File: src/rtl/cpu_types_pkg.sv
// rtl/cpu_types_pkg.sv - shared register/FSM types for the forwarding and hazard unit
package cpu_types_pkg;

    typedef logic [4:0] regbits_t;

    typedef enum logic [1:0] {
        IDLE = 2'd0,
        BUSY = 2'd1,
        DONE = 2'd2
    } mc_state_t;

    localparam int FWD_REGFILE = 0;

endpackage

File: src/rtl/fwd_select.sv
// rtl/fwd_select.sv - per-source forwarding priority match
// Ports: i_rs source register; i_fwd_valid/i_fwd_wsel/i_fwd_rdy pipeline stage state;
//        i_mc_busy/i_mc_done/i_mc_wsel multicycle tracker state;
//        o_sel operand-mux select; o_hazard unready youngest match; o_raw pending multicycle result.
module fwd_select
    import cpu_types_pkg::*;
#(
    parameter int NFWD = 3,
    parameter int SELW = 3
) (
    input  regbits_t          i_rs,
    input  logic [NFWD-1:0]   i_fwd_valid,
    input  logic [NFWD*5-1:0] i_fwd_wsel,
    input  logic [NFWD-1:0]   i_fwd_rdy,
    input  logic              i_mc_busy,
    input  logic              i_mc_done,
    input  regbits_t          i_mc_wsel,
    output logic [SELW-1:0]   o_sel,
    output logic              o_hazard,
    output logic              o_raw
);
    logic            w_hit;
    logic            w_hit_rdy;
    logic [SELW-1:0] w_hit_sel;

    // Scan oldest to youngest so the youngest match overwrites the rest.
    always_comb begin
        w_hit     = 1'b0;
        w_hit_rdy = 1'b0;
        w_hit_sel = SELW'(FWD_REGFILE);
        for (int k = NFWD - 1; k >= 0; k--) begin
            if (i_fwd_valid[k] && (i_fwd_wsel[k*5 +: 5] == i_rs)) begin
                w_hit     = 1'b1;
                w_hit_rdy = i_fwd_rdy[k];
                w_hit_sel = SELW'(k + 1);
            end
        end
    end

    always_comb begin
        o_sel    = SELW'(FWD_REGFILE);
        o_hazard = 1'b0;
        o_raw    = 1'b0;
        if (i_rs != '0) begin
            if (w_hit) begin
                // An unready youngest producer must be waited for; older copies are stale.
                o_sel    = w_hit_sel;
                o_hazard = ~w_hit_rdy;
            end else begin
                if (i_mc_done && (i_mc_wsel == i_rs)) begin
                    o_sel = SELW'(NFWD + 1);
                end
                o_raw = i_mc_busy && (i_mc_wsel == i_rs);
            end
        end
    end
endmodule

File: src/rtl/fwd_hazard_unit.sv
// rtl/fwd_hazard_unit.sv - operand forwarding, load-use and multicycle interlocks beside decode
// Ports: CLK/nRST; id_* decode instruction; fwd_* pipeline stage state; mc_kill aborts the
//        multicycle op; cnt_clr clears stall_count; fwd_sel per-source mux selects; stall holds
//        decode; mc_busy/mc_done/mc_wsel multicycle tracker; stall_count saturating stall cycles.
module fwd_hazard_unit
    import cpu_types_pkg::*;
#(
    parameter int NSRC   = 2,
    parameter int NFWD   = 3,
    parameter int MC_LAT = 4,
    parameter int CNTW   = 16,
    localparam int SELW  = $clog2(NFWD + 2)
) (
    input  logic                 CLK,
    input  logic                 nRST,
    input  logic                 id_valid,
    input  logic [NSRC*5-1:0]    id_rs,
    input  logic                 id_regwrite,
    input  logic [4:0]           id_wsel,
    input  logic                 id_mc,
    input  logic [NFWD-1:0]      fwd_valid,
    input  logic [NFWD*5-1:0]    fwd_wsel,
    input  logic [NFWD-1:0]      fwd_rdy,
    input  logic                 mc_kill,
    input  logic                 cnt_clr,
    output logic [NSRC*SELW-1:0] fwd_sel,
    output logic                 stall,
    output logic                 mc_busy,
    output logic                 mc_done,
    output logic [4:0]           mc_wsel,
    output logic [CNTW-1:0]      stall_count
);
    localparam int CW = (MC_LAT > 2) ? $clog2(MC_LAT) : 1;

    mc_state_t       r_state, w_state_nxt;
    logic [CW-1:0]   r_cnt, w_cnt_nxt;
    regbits_t        r_mc_wsel, w_mc_wsel_nxt;
    logic [CNTW-1:0] r_stall_count;

    logic            w_is_busy, w_is_done;
    logic [NSRC-1:0] w_hazard, w_raw;
    logic            w_mc_waw, w_mc_struct, w_issue;

    assign w_is_busy = (r_state == BUSY);
    assign w_is_done = (r_state == DONE);

    for (genvar i = 0; i < NSRC; i++) begin : g_src
        fwd_select #(
            .NFWD (NFWD),
            .SELW (SELW)
        ) u_sel (
            .i_rs        (id_rs[5*i +: 5]),
            .i_fwd_valid (fwd_valid),
            .i_fwd_wsel  (fwd_wsel),
            .i_fwd_rdy   (fwd_rdy),
            .i_mc_busy   (w_is_busy),
            .i_mc_done   (w_is_done),
            .i_mc_wsel   (r_mc_wsel),
            .o_sel       (fwd_sel[SELW*i +: SELW]),
            .o_hazard    (w_hazard[i]),
            .o_raw       (w_raw[i])
        );
    end

    assign w_mc_waw = id_regwrite && (w_is_busy || w_is_done)
                      && (id_wsel == r_mc_wsel) && (id_wsel != '0);
    // DONE accepts a back-to-back issue unless a kill is forcing the unit to IDLE.
    assign w_mc_struct = id_mc && (w_is_busy || (w_is_done && mc_kill));
    assign stall   = id_valid && ((|w_hazard) || (|w_raw) || w_mc_waw || w_mc_struct);
    assign w_issue = id_valid && id_mc && !stall;

    always_comb begin
        w_state_nxt   = r_state;
        w_cnt_nxt     = r_cnt;
        w_mc_wsel_nxt = r_mc_wsel;
        if (mc_kill) begin
            w_state_nxt = IDLE;
            w_cnt_nxt   = '0;
        end else begin
            case (r_state)
                IDLE, DONE: begin
                    w_state_nxt = IDLE;
                    if (w_issue) begin
                        w_state_nxt   = BUSY;
                        w_cnt_nxt     = CW'(MC_LAT - 2);
                        w_mc_wsel_nxt = id_wsel;
                    end
                end
                BUSY: begin
                    if (r_cnt == '0) begin
                        w_state_nxt = DONE;
                    end else begin
                        w_cnt_nxt = r_cnt - 1'b1;
                    end
                end
                default: begin
                    w_state_nxt = IDLE;
                    w_cnt_nxt   = '0;
                end
            endcase
        end
    end

    always_ff @(posedge CLK or negedge nRST) begin
        if (!nRST) begin
            r_state   <= IDLE;
            r_cnt     <= '0;
            r_mc_wsel <= '0;
        end else begin
            r_state   <= w_state_nxt;
            r_cnt     <= w_cnt_nxt;
            r_mc_wsel <= w_mc_wsel_nxt;
        end
    end

    always_ff @(posedge CLK or negedge nRST) begin
        if (!nRST) begin
            r_stall_count <= '0;
        end else if (cnt_clr) begin
            r_stall_count <= '0;
        end else if (stall && (r_stall_count != {CNTW{1'b1}})) begin
            r_stall_count <= r_stall_count + 1'b1;
        end
    end

    assign mc_busy     = (r_state != IDLE);
    assign mc_done     = w_is_done;
    assign mc_wsel     = r_mc_wsel;
    assign stall_count = r_stall_count;
endmodule

File: config.mk
export PLATFORM = sky130hd
export DESIGN_NAME = fwd_hazard_unit
export DESIGN_NICKNAME = d
export VERILOG_FILES = /design/src/rtl/cpu_types_pkg.sv /design/src/rtl/fwd_select.sv /design/src/rtl/fwd_hazard_unit.sv
export SDC_FILE = /design/constraint.sdc
export NUM_CORES = 1
export LEC_CHECK = 0
export ABC_AREA = 1
export BUFFER_PORTS_ARGS = -buffer_cell sky130_fd_sc_hd__clkbuf_2
export CAP_MARGIN = 25
export CORE_ASPECT_RATIO = 1.2
export CORE_UTILIZATION = 57
export CTS_BUF_LIST = sky130_fd_sc_hd__clkbuf_2
export DETAILED_ROUTE_END_ITERATION = 8
export MAX_ROUTING_LAYER = met4
export PLACE_DENSITY = 0.95
export RECOVER_POWER = 100
export SYNTH_ARGS = -nofsm -noshare
export SYNTH_HDL_FRONTEND = slang
export SYNTH_SLANG_ARGS = --single-unit
File: constraint.sdc
create_clock -name CLK -period 3.35 [get_ports CLK]
set_clock_uncertainty 0.05 [all_clocks]
set_input_delay 0.8375 -clock CLK [delete_from_list [all_inputs] [get_ports CLK]]
set_output_delay 0.8375 -clock CLK [all_outputs]
set_load 0.01 [all_outputs]
==> impl_metrics.json, run 1 <==
{
  "status": "complete, no violations",
  "dp_hpwl_um": 5970,
  "power_density_mw_per_mm2": 277,
  "cp_slowest_stage_delay_ns": 0.17,
  "maxCapViolCount": 0,
  "start_kind": "input port",
  "yosys.area.top_type": "dfrtp_1",
  "whs_endpoint": "r_cnt[0]",
  "synthFlopType": "dfrtp_1",
  "synth_area_mm2": 0.00250,
  "synth_common_cells": "nand2_1, nor2_1, inv_1, nand3_1, dfrtp_1",
  "syn_nets": 472,
  "period_share_pct": 94.4,
  "ys_top_cells_by_area": "dfrtp_1, nand2_1, nor2_1",
  "yosysWarnings": 0,
  "die_w_um": 62.5,
  "hp-start": "r_cnt[0]",
  "relSlewSlack_pct": 8.91,
  "die_h_um": 74.6,
  "numCtsBuffers": 3,
  "ios": 73,
  "tritoncts": "yes",
  "synthArstFlopShare_pct": 100,
  "numPortBuffers": 72,
  "grt_max_degree": 26,
  "start_util_pct": 59.2,
  "cp_cell_sequence": "clkbuf_2, inv_1, nand2_1, nand2_1, nor2_1, nand3_2, nand3_1, nand2_1, a21oi_2, nand3_2, inv_4, nor2_1, clkbuf_2",
  "clock_path_buffers": 2,
  "ff2ff_setup_slack_ns": 0.60,
  "slew_viol_final": 0,
  "max_freq_mhz": 316,
  "yosysTopAreaCellShare_pct": 25.0,
  "dr.pass1.iters": 5,
  "synth-edff-count": 0,
  "htreeDepth": 1,
  "reg2reg_depth": 13,
  "ff_latch_area_um2": 626,
  "hold_buffers": 0,
  "rsz0062_at_grt": "no",
  "drt_iter0_markers": 289,
  "wl_um": 7420,
  "gp_congestion": 1.00,
  "worstHoldPathType": "flop to flop",
  "antenna_found_initial": 0,
  "holdWs_ns": 0.462,
  "core-area_mm2": 0.00423,
  "drt-vias-per-instance": 5.39,
  "dieArea_mm2": 0.00466,
  "r2r_end": "stall_count[11]",
  "grt_pass1_vias": 2645,
  "crit_fanout": 7,
  "seq_area_frac_synth_pct": 25.0,
  "cpMaxStageDelayCell": "a21oi_2",
  "rows": 26,
  "yosysMostFrequentCell": "nand2_1",
  "synth.distinct_cells": 30,
  "clockRootBuffer": "clkbuf_2",
  "stdcell_count": 548,
  "crit_path_frequent_cell": "nand2_1",
  "worst_pin_slew_ns": 1.37,
  "leakage_nw": 1.60,
  "track_usage_pct": 34.0,
  "finalWorstSetupSlack_ns": 0.189,
  "max-vdd-ir-drop_uv": 246,
  "clock_sinks": 25,
  "num_vias": 2953,
  "num-fill-cells": 396,
  "syn_avg_cell_area_um2": 5.92,
  "crit_type": "input port to output pin",
  "worst_ep_required_time_ns": 2.46,
  "clk_latency_ns": 0.37,
  "utilization_pct": 67.9,
  "min_delay_path_depth": 2,
  "grt_pass1_wl_um": 12100,
  "crit_buf_inv": 4,
  "wl_per_cell_um": 13.5,
  "grt_overflow": 0,
  "timing.rr.start": "r_state[0]",
  "path_clk_slew_ns": 0.23,
  "setup_viol": 0,
  "synthesis.instances": 423,
  "drcViolationCount": 0,
  "drive_above_1_share_pct": 13.4,
  "min_period_ns": 3.16,
  "hold_viol": 0,
  "multi_input_area_mm2": 0.00162,
  "postRouteAntennaNets": 0,
  "cp-end-kind": "output pin",
  "cp_top_family": "simple AND/OR/NAND/NOR gates",
  "antenna_cells": 0,
  "cp.arrival_ns": 2.27,
  "ys_ff_latch": 25,
  "final_nets": 542,
  "dp.cells": 543,
  "pre_cts_slack_ns": 0.140,
  "syn_to_final_growth_pct": 14.7,
  "tns_ns": 0
}
==> through the flow <==
step	power (mW)	instance area, um2
after global placement	0.672	2890
after detailed placement	0.676	2890
after floorplan	0.561	2500
final	0.794	2870
after CTS	0.795	2910
after global routing	0.848	2870
==> cell type report <==
type	count	area share, %
multi-input combinational	337	56.4
sequential	25	21.8
clock buffer	4	0.697
inverter	53	7.02
tap	56	2.44
timing repair buffer	73	11.7
==> placed cells by master, fill, tap and decap left out, types with 9 or more instances in the layout <==
cell      synthesis  layout
nand2_1         149     150
nor2_1           70      68
clkbuf_2          0      47
inv_1            45      45
nand3_1          33      34
clkbuf_1          3      28
dfrtp_1          25      25
xor2_1           20      20
nand4_1          10      10
o21ai_0           9       9
==> tightest hold or removal path: stages, from the launching register on <==
cell and delay (ns):
dfrtp_1 0.40, nand2_1 0.06, nand2_1 0.05
==> worst max-delay path by stage <==
| stage | startpoint | to | slack, ns | cells after the start |
|---|---|---|---|---|
| 4_1_cts | id_rs[7] | stall | 0.13 | 13 |
| 5_1_grt | id_rs[5] | stall | 0.03 | 13 |
| 2_1_floorplan | id_rs[9] | stall | 0.53 | 13 |
| 3_3_place_gp | id_rs[7] | stall | 0.14 | 15 |
| 3_5_place_dp | id_rs[7] | stall | 0.14 | 13 |
| 6_report | id_rs[5] | stall | 0.19 | 13 |
==> registers in the layout, summed over array words and instances (netlist names) <==
name and flops:
mc_wsel 5, r_cnt 2, r_state 2, stall_count 16
==> cells by family after synthesis <==
kind of cell	after synthesis	share of synthesized area [%]
AO/OA/AOI/OAI	22	4.70
flip-flops	25	25.0
AND/OR/NAND/NOR	284	48.8
XOR/XNOR	25	8.75
buffers and inverters	61	9.75
adder cells (fa/ha/maj)	6	3.00
==> power breakdown <==
part | internal, mW | switching (mW)
registers | 0.326 | 0.0472
logic | 0.112 | 0.185
clock network | 0.0315 | 0.0927
total | 0.469 | 0.325
==> metal layers <==
metal / part of all wire (%) / vias to the layer above / global-route usage [%]
met4: 4.0 / 0 / 15.8
met3: 5.8 / 28 / 3.83
met5: 0 / - / -
met1: 39 / 1340 / 36.3
met2: 52 / 125 / 63.3
li1: - / 1460 / -
==> repair_timing <==
action | CTS | global route
setup endpoints to repair | 0 | 1
buffers inserted | 0 | 1
resized for setup | 0 | 6
endpoints found under the hold margin | 0 | 0
(Power assumes the default switching activity.)
==> run 2, diff against run 1 <==
Settings changed: ABC_AREA 1 to 0, CORE_UTILIZATION 57 to 53, GPL_ROUTABILITY_DRIVEN set to 0, PLACE_DENSITY 0.95 to 0.94.
Clock period 3.35 ns to 3.31 ns, I/O delays scaled along.
==> run 2 against run 1 <==
The flow now finishes with violations (negative setup slack). Utilization increased by 9.3 points. Cell area increased by 7.7%. First-iteration DRC count increased by 20%. Largest cell class unchanged. Largest power group unchanged. Highest routed layer unchanged.
==> impl_metrics.json, run 2 <==
{
  "ys_ff_latch": 25,
  "worstHoldPathType": "flop to flop",
  "hold_viol": 0,
  "synthArstFlopShare_pct": 100,
  "hold_buffers": 0,
  "die_h_um": 73.3,
  "dr.pass1.iters": 6,
  "postPlaceCellArea_mm2": 0.00283,
  "track_usage_pct": 36.1,
  "clockRootBuffer": "clkbuf_2",
  "largest_reg_flops": 16,
  "finalWorstSetupSlack_ns": -0.356,
  "min_period_ns": 3.67,
  "wl_um": 8240,
  "dieArea_mm2": 0.00450,
  "syn_nets": 307,
  "numPortBuffers": 72,
  "netSwitchingFraction_pct": 38.6,
  "worst_ep_required_time_ns": 2.43,
  "ios": 73,
  "power_density_mw_per_mm2": 280,
  "max_freq_mhz": 273,
  "grt_overflow": 0,
  "drt_iter0_markers": 348,
  "yosysTopAreaCellShare_pct": 27.9,
  "finalPower_mw": 0.864,
  "synthFlopType": "dfrtp_1",
  "postRouteAntennaNets": 0,
  "crit_type": "input port to output pin",
  "status": "finished, violations left",
  "worst_pin_slew_ns": 1.35,
  "die_w_um": 61.4,
  "cp.arrival_ns": 2.79,
  "holdWs_ns": 0.500,
  "multi_input_area_mm2": 0.00163,
  "syn_avg_cell_area_um2": 8.70,
  "grt_pass1_wl_um": 11400,
  "mostFrequentLayoutCells": "clkbuf_2, buf_4, dfrtp_1, xnor2_1, clkbuf_1",
  "antenna_cells": 0,
  "syn_to_final_growth_pct": 37.7,
  "synth.distinct_cells": 51,
  "cp-end-kind": "output pin",
  "synth_area_mm2": 0.00224,
  "num_vias": 2628,
  "period_share_pct": 111,
  "tritoncts": "yes",
  "layout_commonest_cell": "clkbuf_2",
  "start_util_pct": 56.1,
  "synth_common_cells": "xnor2_1, dfrtp_1, a21oi_1, xor2_1, inv_1",
  "crit_fanout": 4,
  "max-vdd-ir-drop_uv": 265,
  "p_int_mw": 0.531,
  "ff_latch_area_um2": 628,
  "dp_hpwl_um": 5030,
  "slew_viol_final": 0,
  "comb_power_share_pct": 42.6,
  "clock_power_share_pct": 14.6,
  "yosysMostFrequentCell": "xnor2_1",
  "htreeDepth": 1,
  "seq_area_frac_synth_pct": 27.9,
  "wl_per_cell_um": 20.3,
  "synthesis.instances": 258,
  "maxCapViolCount": 0,
  "pwr-share-seq_pct": 42.8,
  "final_nets": 402,
  "synth-edff-count": 0,
  "numCtsBuffers": 3,
  "start_kind": "input port",
  "antenna_found_initial": 0,
  "yosysWarnings": 0,
  "rows": 25,
  "clock_path_buffers": 2,
  "finish.instance_area_mm2": 0.00309,
  "grt_max_degree": 26,
  "path_clk_slew_ns": 0.23,
  "drcViolationCount": 0,
  "leakage_nw": 1.35,
  "power.switching_mw": 0.334,
  "core-area_mm2": 0.00400,
  "drive_above_1_share_pct": 37.2,
  "relSlewSlack_pct": 10.2,
  "clock_sinks": 25,
  "num-fill-cells": 279,
  "drt-vias-per-instance": 6.47,
  "rsz0062_at_grt": "yes",
  "grt_pass1_vias": 2361,
  "failed_checks": "negative setup slack",
  "yosys.area.top_type": "dfrtp_1",
  "clk_latency_ns": 0.39,
  "ys_top_cells_by_area": "dfrtp_1, xnor2_1, xor2_1",
  "pre_cts_slack_ns": -0.292,
  "setup_viol": 4
}
## run 2: kinds of logic (layout without fill, tap and decap cells)
logic type	after synthesis	count (layout)	share of synthesized area (%)
flops	25	25	27.9
simple gates	83	83	21.3
compound gates	56	56	17.6
xor+xnor	44	44	17.2
fa+ha+maj	6	6	3.34
buf+inv	35	129	8.25
mux	9	9	4.46
## run 2: power by group through the flow
stage          registers [mW]  logic [mW]  clock network (mW)
6_report                0.370       0.368               0.126
5_1_grt                 0.374       0.395               0.143
4_1_cts                 0.365       0.320               0.127
3_5_place_dp            0.370       0.301                   0
3_3_place_gp            0.368       0.288                   0
2_1_floorplan           0.362       0.189                   0
## run 2: area by class of cell
cell class | count | area share [%]
Inverter | 15 | 1.82
Tap cell | 54 | 2.19
Multi-Input combinational cell | 198 | 52.8
Clock buffer | 3 | 0.486
Clock inverter | 1 | 0.162
Timing Repair Buffer | 110 | 22.2
Sequential cell | 25 | 20.3
## run 2: critical path, cell delays in order
cell,delay [ns]
buf_2,0.14
buf_4,0.16
xnor2_2,0.16
nand4_1,0.21
nor4bb_2,0.42
a311oi_2,0.07
a211o_1,0.34
o211ai_1,0.17
and2_4,0.20
buf_6,0.09
## run 2: worst paths after layout
path                                  from             end  slack [ns]  depth (start not counted)
worst max-delay path              id_rs[1]           stall       -0.36                         10
worst min-delay path              r_cnt[0]        r_cnt[0]        0.50                          1
worst max register to register  mc_wsel[1]  stall_count[9]        0.22                          9
worst min register to register    r_cnt[0]        r_cnt[0]        0.50                          1
max in group asynchronous             nRST      mc_wsel[0]        1.71                          1
min in group asynchronous             nRST  stall_count[6]        0.63                          1
## run 2: layer usage
| metal | part of all wire, % | track usage, % | vias to the layer above |
|---|---|---|---|
| met3 | 8.4 | 7.22 | 85 |
| li1 | - | - | 1130 |
| met1 | 35 | 40.1 | 1228 |
| met4 | 8.8 | 18.5 | 0 |
| met2 | 48 | 60.3 | 185 |
| met5 | 0 | - | - |
## run 2: timing repair
| item | CTS | global route |
|---|---|---|
| gates cloned | 0 | 0 |
| endpoints found under the setup margin | 2 | 16 |
| pin swaps | 6 | 11 |
| buffers inserted | 1 | 1 |
| resized for setup | 19 | 31 |
## run 2: through the flow
stage               TNS [ns]  utilization (%)  instances
floorplan             -0.141                -        258
global placement      -0.819             70.6        400
detailed placement     -3.08             70.6        400
CTS                   -0.199             74.0        405
global route           -1.27             77.2        406
finish                -0.488             77.2        406
==> run 3, diff against run 2 <==
Settings changed: CORE_ASPECT_RATIO 1.2 to 1.4.
==> run 3 against run 2 <==
The flow finishes with violations (design-rule violations, negative setup slack). Register-to-register slack better by 0.16 ns. First-iteration DRC count decreased by 30%. Combinational power fell by 1%. Clock power hardly changed. Critical endpoint unchanged. Largest power group unchanged. Highest routed layer unchanged.
==> impl_metrics.json, run 3 (synthesis results as in run 2) <==
{
  "stdcell_count": 400,
  "grt_pass1_vias": 2491,
  "crit_fanout": 5,
  "grtUsageMet1_pct": 34.3,
  "antenna_cells": 0,
  "ff_latch_area_um2": 626,
  "max-vdd-ir-drop_uv": 236,
  "die_h_um": 79,
  "cp.arrival_ns": 2.84,
  "num_vias": 2597,
  "drcViolationCount": 18,
  "numCtsBuffers": 3,
  "busiest_layer": "met2",
  "reg2reg_depth": 8,
  "netSwitchingFraction_pct": 37.9,
  "rows": 27,
  "period_share_pct": 112,
  "worst_pin_slew_ns": 1.34,
  "tritoncts": "yes",
  "ios": 73,
  "p_int_mw": 0.531,
  "power_density_mw_per_mm2": 280,
  "hold_viol": 0,
  "clockRootBuffer": "clkbuf_2",
  "dp.cells": 390,
  "finalWorstSetupSlack_ns": -0.406,
  "rsz0062_at_grt": "yes",
  "layout_commonest_cell": "clkbuf_2",
  "grt_pass1_wl_um": 11700,
  "cp-end-kind": "output pin",
  "hp-start": "r_cnt[0]",
  "clock_power_share_pct": 14.4,
  "comb_power_share_pct": 42.5,
  "power.switching_mw": 0.325,
  "status": "finished, violations left",
  "utilization_pct": 76.7,
  "drt-vias-per-instance": 6.49,
  "relSlewSlack_pct": 10.7,
  "dr.pass1.iters": 7,
  "crit_type": "input port to output pin",
  "slew_viol_final": 0,
  "core-area_mm2": 0.00399,
  "mostFrequentLayoutCells": "clkbuf_2, buf_4, dfrtp_1, clkbuf_1, xnor2_1",
  "wl_um": 8530,
  "max_freq_mhz": 269,
  "start_util_pct": 56.3,
  "setup.worst_path.start": "id_rs[3]",
  "clock_sinks": 25,
  "dp_hpwl_um": 5270,
  "largest_reg_flops": 16,
  "min_delay_path_depth": 1,
  "failed_checks": "design-rule violations, negative setup slack",
  "numPortBuffers": 72,
  "maxCapViolCount": 0,
  "antenna_found_initial": 0,
  "htreeDepth": 1,
  "dieArea_mm2": 0.00450,
  "pwr-share-seq_pct": 43.0,
  "postRouteAntennaNets": 0,
  "setup_viol": 11,
  "multi_input_area_mm2": 0.00160,
  "wl_per_cell_um": 21.3,
  "path_clk_slew_ns": 0.23,
  "track_usage_pct": 34.7,
  "drt_iter0_markers": 245,
  "die_w_um": 57,
  "start_kind": "input port",
  "gr-usage-met2_pct": 60.4,
  "grt_overflow": 0,
  "clock_path_buffers": 2,
  "worstHoldPathType": "flop to flop",
  "syn_to_final_growth_pct": 36.3,
  "timing.rr.start": "mc_wsel[2]",
  "drive_above_1_share_pct": 37.3,
  "clk_latency_ns": 0.35,
  "min_period_ns": 3.72,
  "worst_ep_required_time_ns": 2.43,
  "grt_max_degree": 26,
  "use_met3_pct": 9.12,
  "num-fill-cells": 275,
  "final_nets": 407,
  "leakage_nw": 1.36,
  "hold_buffers": 0
}
run 3: routing by layer:
metal	wire (um)	part of all wire [%]	vias up
met5	0	0	-
met3	709	8.3	64
li1	-	-	1136
met2	4180	49	171
met4	747	8.8	0
met1	2890	34	1226
run 3: worst paths after layout:
kind | end | slack [ns]
hold reg to reg | r_cnt[0] | 0.50
hold / removal | r_cnt[0] | 0.50
max in group asynchronous | stall_count[0] | 1.77
setup / recovery | stall | -0.41
setup reg to reg | stall_count[10] | 0.38
min in group asynchronous | stall_count[9] | 0.66
run 3: layout make-up:
cell class              count  area share [%]
repair buffers            115            23.1
multi-input cells         198            52.2
inverters                  15            1.84
flip-flops and latches     25            20.4
clock buffers               4           0.654
well taps                  43            1.76
run 3: worst max-delay path, stage by stage:
cell and delay, ns:
buf_8 0.11, buf_4 0.13, xor2_1 0.20, nor4_1 0.42, and3_2 0.33, a311oi_2 0.08, a211o_1 0.33, o211ai_1 0.14
and2_4 0.19, buf_6 0.09
run 3: per-stage QoR:
stage	instance area, um2	setup TNS (ns)	worst slack (ns)	hold slack [ns]	power, mW
6_report	3060	-0.824	-0.406	0.498	0.856
5_1_grt	3060	-1.10	-0.470	0.514	0.890
4_1_cts	2950	-0.117	-0.117	0.406	0.811
3_5_place_dp	2820	-2.99	-0.291	0.441	0.673
3_3_place_gp	2820	-0.856	-0.212	0.436	0.656
2_1_floorplan	2260	-0.141	-0.141	0.418	0.552
run 3: repair_timing:
action	in CTS	in global routing
setup endpoints to repair	4	8
resized for setup	19	26
buffers inserted	2	4
pin swaps	3	17
run 3: power by group through the flow:
| stage | clock [mW] | combinational, mW | sequential, mW |
|---|---|---|---|
| finish | 0.123 | 0.364 | 0.368 |
| global placement | 0 | 0.288 | 0.368 |
| CTS | 0.123 | 0.324 | 0.364 |
| detailed placement | 0 | 0.303 | 0.370 |
| global route | 0.133 | 0.386 | 0.370 |
| floorplan | 0 | 0.189 | 0.362 |
